--- src/rtl/display_scanner.sv ---
// display_scanner: 4-digit common-anode multiplexed 7-segment driver.
// Shows a 4-character window of MESSAGE starting at 2*address (wrapping mod 16).
// Optional macro BLANK_GAP_EN inserts an all-off BLANK state before each digit.
module display_scanner #(
    parameter logic [63:0] MESSAGE        = 64'hFEDCBA9876543210,
    parameter int unsigned REFRESH_CYCLES = 50000,
    parameter int unsigned BLANK_CYCLES   = 64
) (
    input  logic       clock,
    input  logic       reset,
    input  logic [2:0] address,
    output logic [3:0] an,
    output logic [6:0] seg,
    output logic       dp,
    output logic [1:0] digit,
    output logic       frame_start
);

    typedef enum logic {BLANK, DRIVE} state_t;

`ifdef BLANK_GAP_EN
    localparam state_t FIRST = BLANK;
`else
    localparam state_t FIRST = DRIVE;
`endif

    localparam logic [15:0] DRIVE_LAST = 16'(REFRESH_CYCLES - 1);
    localparam logic [15:0] BLANK_LAST = 16'(BLANK_CYCLES - 1);

    if (REFRESH_CYCLES < 1 || REFRESH_CYCLES > 65535 ||
        BLANK_CYCLES < 1 || BLANK_CYCLES > 65535) begin : g_bad_params
        $error("display_scanner: cycle parameters must be in 1..65535");
    end

    state_t      state, nxt_state;
    logic [1:0]  k, nxt_k;
    logic [15:0] cnt, nxt_cnt;
    logic [3:0]  start, nxt_start;
    logic        nxt_frame;
    // Set by reset so the first post-reset edge is treated as a frame entry.
    logic        fresh;
    logic [3:0]  idx;
    logic [3:0]  ch;

    function automatic logic [6:0] glyph(input logic [3:0] c);
        case (c)
            4'h0: glyph = 7'b0000001;
            4'h1: glyph = 7'b1001111;
            4'h2: glyph = 7'b0010010;
            4'h3: glyph = 7'b0000110;
            4'h4: glyph = 7'b1001100;
            4'h5: glyph = 7'b0100100;
            4'h6: glyph = 7'b0100000;
            4'h7: glyph = 7'b0001111;
            4'h8: glyph = 7'b0000000;
            4'h9: glyph = 7'b0000100;
            4'hA: glyph = 7'b0001000;
            4'hB: glyph = 7'b1100000;
            4'hC: glyph = 7'b0110001;
            4'hD: glyph = 7'b1000010;
            4'hE: glyph = 7'b0110000;
            default: glyph = 7'b0111000;
        endcase
    endfunction

    // Next-state: timer, digit advance and frame-boundary address latch.
    always_comb begin
        nxt_state = state;
        nxt_k     = k;
        nxt_cnt   = cnt + 16'd1;
        nxt_start = start;
        nxt_frame = 1'b0;
        if (fresh) begin
            nxt_state = FIRST;
            nxt_k     = 2'd0;
            nxt_cnt   = '0;
            nxt_start = {address, 1'b0};
            nxt_frame = 1'b1;
        end
`ifdef BLANK_GAP_EN
        else if (state == BLANK && cnt == BLANK_LAST) begin
            nxt_state = DRIVE;
            nxt_cnt   = '0;
        end else if (state == DRIVE && cnt == DRIVE_LAST) begin
            nxt_state = BLANK;
            nxt_k     = k + 2'd1;
            nxt_cnt   = '0;
            if (k == 2'd3) begin
                nxt_start = {address, 1'b0};
                nxt_frame = 1'b1;
            end
        end
`else
        else if (cnt == DRIVE_LAST) begin
            nxt_k   = k + 2'd1;
            nxt_cnt = '0;
            if (k == 2'd3) begin
                nxt_start = {address, 1'b0};
                nxt_frame = 1'b1;
            end
        end
`endif
        idx = nxt_start + {2'b00, nxt_k};
        ch  = MESSAGE[{idx, 2'b00} +: 4];
    end

    // State registers and outputs, registered from the next-state values so
    // they line up with the state they describe.
    always_ff @(posedge clock) begin
        if (reset) begin
            state       <= FIRST;
            k           <= 2'd0;
            cnt         <= '0;
            start       <= '0;
            fresh       <= 1'b1;
            an          <= '1;
            seg         <= '1;
            dp          <= 1'b1;
            digit       <= 2'd0;
            frame_start <= 1'b0;
        end else begin
            state       <= nxt_state;
            k           <= nxt_k;
            cnt         <= nxt_cnt;
            start       <= nxt_start;
            fresh       <= 1'b0;
            dp          <= 1'b1;
            digit       <= nxt_k;
            frame_start <= nxt_frame;
            if (nxt_state == DRIVE) begin
                an  <= ~(4'b1000 >> nxt_k);
                seg <= glyph(ch);
            end else begin
                an  <= '1;
                seg <= '1;
            end
        end
    end

endmodule

--- config.mk ---
export PLATFORM = sky130hd
export DESIGN_NAME = display_scanner
export DESIGN_NICKNAME = d
export VERILOG_FILES = /design/src/rtl/display_scanner.sv
export SDC_FILE = /design/constraint.sdc
export NUM_CORES = 1
export LEC_CHECK = 0
export CORE_ASPECT_RATIO = 0.7
export CORE_UTILIZATION = 42
export DETAILED_ROUTE_END_ITERATION = 8
export GPL_TIMING_DRIVEN = 0
export PLACE_DENSITY = 0.62
export SLEW_MARGIN = 5
export SYNTH_ARGS = -nofsm -noshare
export SYNTH_HDL_FRONTEND = slang
export SYNTH_SLANG_ARGS = --single-unit
--- constraint.sdc ---
create_clock -name clock -period 3.8 [get_ports clock]
set_input_delay 0.57 -clock clock [delete_from_list [all_inputs] [get_ports clock]]
set_output_delay 0.57 -clock clock [all_outputs]
set_load 0.02 [all_outputs]
* After elaboration in Yosys (flattened, before gate mapping)
Memories as Yosys holds them, arrays and structs flattened. A register that Yosys moved wholly into a read port is not among the register bits.
Cells that the tools add are included.
** Storage, ports and cells
- Register bits after elaboration :: 29
- ROM bits :: 112
- Input bits :: 5
- Output and inout bits :: 15
- Word-level logic and storage cells :: 29
- Memories :: 1
** Memory list
- (name not given) :: depth 16, bits a word 7, read ports 1, clocked after memory_dff 1, write ports 0, line 46 : case (c)
** Operators by class
- $add $sub $neg :: 3
- Equality and inequality tests :: 2
- Shift operators :: 2
- Mux-type cells :: 10
- Bitwise logic cells :: 2
- Reductions and logical operators :: 2
** Operators with widths (count)
- $shiftx 64x7->4 const A :: 1
- $add 16x1->16 const B :: 1
- $eq 16x16->1 const B :: 1
- $mux 4 :: 3
- $mux 1 :: 5
- $add 4x2->4 :: 1
- $mux 2 :: 2
- $not 4->4 :: 1
- $shr 4x2->4 const A :: 1
- $reduce_or 3->1 :: 1
- $add 2x1->2 const B :: 1
- $eq 2x2->1 const B :: 1
- $reduce_or 2->1 :: 1
- $not 1->1 :: 1

* Depth between registers and ports, before layout
- Word-level depth :: 6
- Mapped depth :: 16
- Depth with buffers taken out :: 16

* Worst setup path before layout
OpenSTA, ideal clock, no wires.
- Path type :: register to register
- Start :: reg cnt[0]
- End :: reg seg[3]
- Setup time :: 0.081 ns
- Arrival time :: 3.201 ns
- Data required time :: 3.719 ns
- Setup slack :: 0.518 ns
- Cell stages (with the launch flop) :: 15
- Buffers on the path :: 1
- Clock period less this slack :: 3.282 ns
- Cell sequence :: dfxtp_1 -> ha_1 -> and3_1 -> and4_1 -> mux2i_1 -> or2_2 -> clkbuf_1 -> fa_1 -> inv_1 -> ha_1 -> mux2i_1 -> mux2_2 -> o21ai_0 -> nor4_1 -> a41oi_1
** Between the ends
- Longest elaborated chain between the ends :: 5
- Elaborated cells on any way between the ends :: 7
- Classes of those cells :: add/sub: 1; eq/ne: 1; shift: 1; mux: 4
** RTL lines
- from (decl) :: line 37 : logic [15:0] cnt, nxt_cnt;
- from (signal assigned) :: line 124 : cnt <= nxt_cnt;
- $eq 16x16->1 (*) :: line 94 : else if (cnt == DRIVE_LAST) begin
- $mux 4 or $mux 2 (tied branches) :: line 94
- $mux 4 or $mux 2 (tied branches) :: line 73 : if (fresh) begin
- $add 4x2->4 (*) :: line 103 : idx = nxt_start + {2'b00, nxt_k};
- $shiftx 64x7->4 (*) :: line 104 : ch = MESSAGE[{idx, 2'b00} +: 4];
- to (decl) :: line 13 : output logic [6:0] seg,
Every way passes the cells marked *; elsewhere a longest branch is shown, timed or not.
A chain may end at the register's enable or synchronous reset.

* Final worst setup path
- Start :: reg cnt[5]
- End :: reg seg[3]
The elaborated chain is that of the path after synthesis.

==> impl_metrics.py <==
metrics = {
    "placed_design": {
        "dp_hpwl_um": 2660,
        "port_buffers": 18,
        "dpl.cell_count": 258,
        "dp_slack_ns": 0.0231,
        "routabilityCongestion": 0.895,
    },
    "synthesis": {
        "syn_area_um2": 1810,
        "synth-seq-cells": 36,
        "synth-edff-count": 0,
        "seq_area_frac_synth_pct": 39.9,
        "synth.distinct_cells": 43,
        "syn_inst": 188,
        "async_flop_share_pct": 0,
        "syn_area_per_cell_um2": 9.60,
        "synthesis.nets": 204,
        "synth_warnings": 0,
        "ys.flop_type": "dfxtp_1",
    },
    "setup_path": {
        "cp.required_ns": 4.00,
        "worstSetupEndpointType": "register",
        "crit_start": "cnt[5]",
        "cp_top_family": "simple AND/OR/NAND/NOR gates",
        "crit_fanout": 5,
        "cp_slowest_cell": "fa_2",
        "arrival_ns": 3.76,
        "cp_slowest_stage_delay_ns": 0.61,
        "crit_chain": "nor4b_4 > and4_4 > mux2i_1 > or2_2 > clkbuf_1 > fa_2 > inv_1 > ha_4 > mux2i_2 > mux2_2 > o21ai_0 > nor4_2 > a41oi_1",
        "critPathLaunchType": "register",
        "path_buf_inv": 2,
        "r2r-start": "cnt[5]",
        "crit_type": "reg -> reg",
    },
    "grt": {
        "grt_pass1_vias": 1325,
        "grt_usage_pct": 17.8,
        "antenna_found_initial": 0,
        "grt_remaining_overflow": 0,
        "grt_max_degree": 13,
        "grt_pass1_wl_um": 6090,
    },
    "final_layout": {
        "instances_no_fill": 271,
        "seq_area_um2": 721,
        "final_core_util_pct": 55.1,
        "final_layout_size_suffix_gt1_share_pct": 16.0,
        "area_delta_synth_final_pct": 22.6,
        "multi_input_area_um2": 1050,
        "fillers": 361,
        "num_antenna_cells": 0,
        "fin_nets": 234,
    },
    "sta": {
        "slew_headroom_pct": 64.8,
        "final.setup_skew_ns": 0.00647,
        "fin_crit_sh_pct": 93.6,
        "slew_violations": 0,
        "fin_ws_ns": 0.242,
        "hold_ws_ns": 0.450,
        "achievable-frequency_mhz": 281,
        "tns_ns": 0,
        "finalHoldViolCount": 0,
        "setup_viol": 0,
        "period_minus_slack_ns": 3.56,
        "worstMarginPinSlew_ns": 0.524,
    },
    "detailed_routing": {
        "wl_per_cell_um": 13.2,
        "first_pass_iters": 4,
        "drt_iter0_drc": 109,
        "routed_via_density": 5.17,
        "drc_errors": 0,
        "antenna_left": 0,
        "vias": 1402,
        "wl_um": 3590,
    },
    "floorplan": {
        "core_um2": 4020,
        "die_x_um": 80.4,
        "pin_count": 20,
        "rows": 19,
        "die_area_um2": 4570,
        "start_util_pct": 44.9,
        "die_h_um": 56.9,
    },
    "clock_tree": {
        "clk_pin_slew_ns": 0.07,
        "cts_buffers": 5,
        "cts_htree_levels": 2,
        "clk_path_buf_depth": 2,
        "cts_tree": "yes",
        "cts_sinks": 36,
        "worstSkewPairLatency_ns": 0.28,
        "cts_root_buf": "clkbuf_8",
    },
    "hold_path": {
        "min-delay-path-class": "reg -> reg",
        "hold_start": "state",
    },
    "pwr": {
        "p_leak_nw": 0.868,
        "powerDensity_nw_per_um2": 343,
        "max-vdd-ir-drop_v": 0.000253,
    },
    "job": {
        "max_cap_violations": 0,
    },
    "run_status": {
        "status": "finished clean",
    },
}
-- state kept, by name, summed over array words and instances, names as in the netlist --
name	cells
an	4
cnt	16
frame_start	1
fresh	1
k	2
seg	7
start	4
state	1
-- metal layers --
layer	global-route usage [%]	share of wire, %	up-vias
met3	4.55	4.6	5
met5	0	0	-
met4	6.12	0.98	0
li1	-	-	712
met2	25.1	41	30
met1	25.8	54	655
-- cells in the mapped netlist, types with 2 or more instances --
| cell | count | share of area (%) |
|---|---|---|
| a21o_1 | 2 | 0.83 |
| a21oi_1 | 2 | 0.55 |
| a31oi_1 | 3 | 1.0 |
| and2_1 | 2 | 0.69 |
| and3_1 | 3 | 1.0 |
| and4_1 | 4 | 1.9 |
| buf_4 | 2 | 0.83 |
| clkbuf_1 | 4 | 0.83 |
| dfxtp_1 | 36 | 40 |
| ha_1 | 10 | 6.9 |
| inv_1 | 9 | 1.9 |
| mux2i_1 | 7 | 3.9 |
| nand2_1 | 10 | 2.1 |
| nand3_1 | 11 | 3.0 |
| nand4_1 | 4 | 1.4 |
| nor2_1 | 28 | 5.8 |
| nor3_1 | 3 | 0.83 |
| nor4_1 | 2 | 0.69 |
| nor4b_4 | 2 | 2.6 |
| o211ai_1 | 2 | 0.83 |
| o21ai_1 | 2 | 0.55 |
| or2_2 | 2 | 0.69 |
| or3_1 | 5 | 1.7 |
| xnor2_1 | 5 | 2.4 |
| xor2_1 | 10 | 4.9 |
-- layout by cell type (no fill, tap or decap), drive strengths merged --
master / n
clkdlybuf4s50: 18
clkinv: 3
and4: 4
and2: 2
a31oi: 3
buf: 9
and4b: 1
ha: 10
nor2: 28
clkbuf: 9
a21oi: 2
xnor2: 6
mux2: 2
nor4b: 2
a41oi: 2
nor3: 3
or2: 2
a21o: 2
a211o: 1
dfxtp: 36
or3: 5
mux2i: 8
o211ai: 2
nand2: 10
nand4: 4
inv: 9
nand3: 11
nor4: 2
o221ai: 1
xor2: 11
fa: 1
o2bb2ai: 1
o21ai: 4
conb: 1
nor2b: 1
and3: 3
-- worst register-to-register path: cells and delay by family (launching register included) --
kind	cells	cell delay, ns
DFF	1	0.38
AOI/OAI and AO/OA	2	0.42
and+or+nand+nor	4	1.03
buffers and inverters	2	0.30
muxes	3	0.41
adders and majority gates	2	0.92
-- cells by family (layout without fill, tap and decap cells) --
group / count (synthesis) / count (layout) / synth area share [%]
compound gates: 18 / 18 / 8.04
xor+xnor: 17 / 17 / 9.70
fa+ha+maj: 11 / 11 / 8.04
buf+inv: 17 / 48 / 4.02
flops: 36 / 36 / 39.9
mux: 10 / 10 / 6.58
other cells: 1 / 1 / 0.208
simple gates: 78 / 78 / 23.5
-- per-stage QoR --
step	power, mW	cell area, um2
6_report	0.759	2210
5_1_grt	0.794	2210
4_1_cts	0.760	2140
3_5_place_dp	0.497	2050
3_3_place_gp	0.494	2050
2_1_floorplan	0.463	1810
-- path summary, 6_finish.rpt --
kind | endpoint | cells past startpoint | slack (ns)
setup / recovery | seg[3] | 13 | 0.24
hold / removal | state | 1 | 0.45
setup reg to reg | seg[3] | 13 | 0.24
hold reg to reg | state | 1 | 0.45
-- final cells by class --
| type | count | share of cell area (%) |
|---|---|---|
| plain buffers | 8 | 1.75 |
| clock buffers | 5 | 3.11 |
| clock inverters | 3 | 0.848 |
| inverters | 9 | 1.53 |
| multi-input cells | 135 | 47.4 |
| flip-flops and latches | 36 | 32.6 |
| well taps | 52 | 2.94 |
| repair buffers | 23 | 9.84 |
-- report_power, final --
| part | switching [mW] | internal [mW] |
|---|---|---|
| logic | 0.0533 | 0.0473 |
| registers | 0.00590 | 0.389 |
| clock network | 0.136 | 0.128 |
-- repair_timing --
item | 4_1_cts | 5_1_grt
hold buffers | 0 | 0
pin swaps | 0 | 4
buffers inserted | 0 | 5
endpoints found under the setup margin | 1 | 1
gates resized for setup | 1 | 8
(Power assumes the default switching activity.)
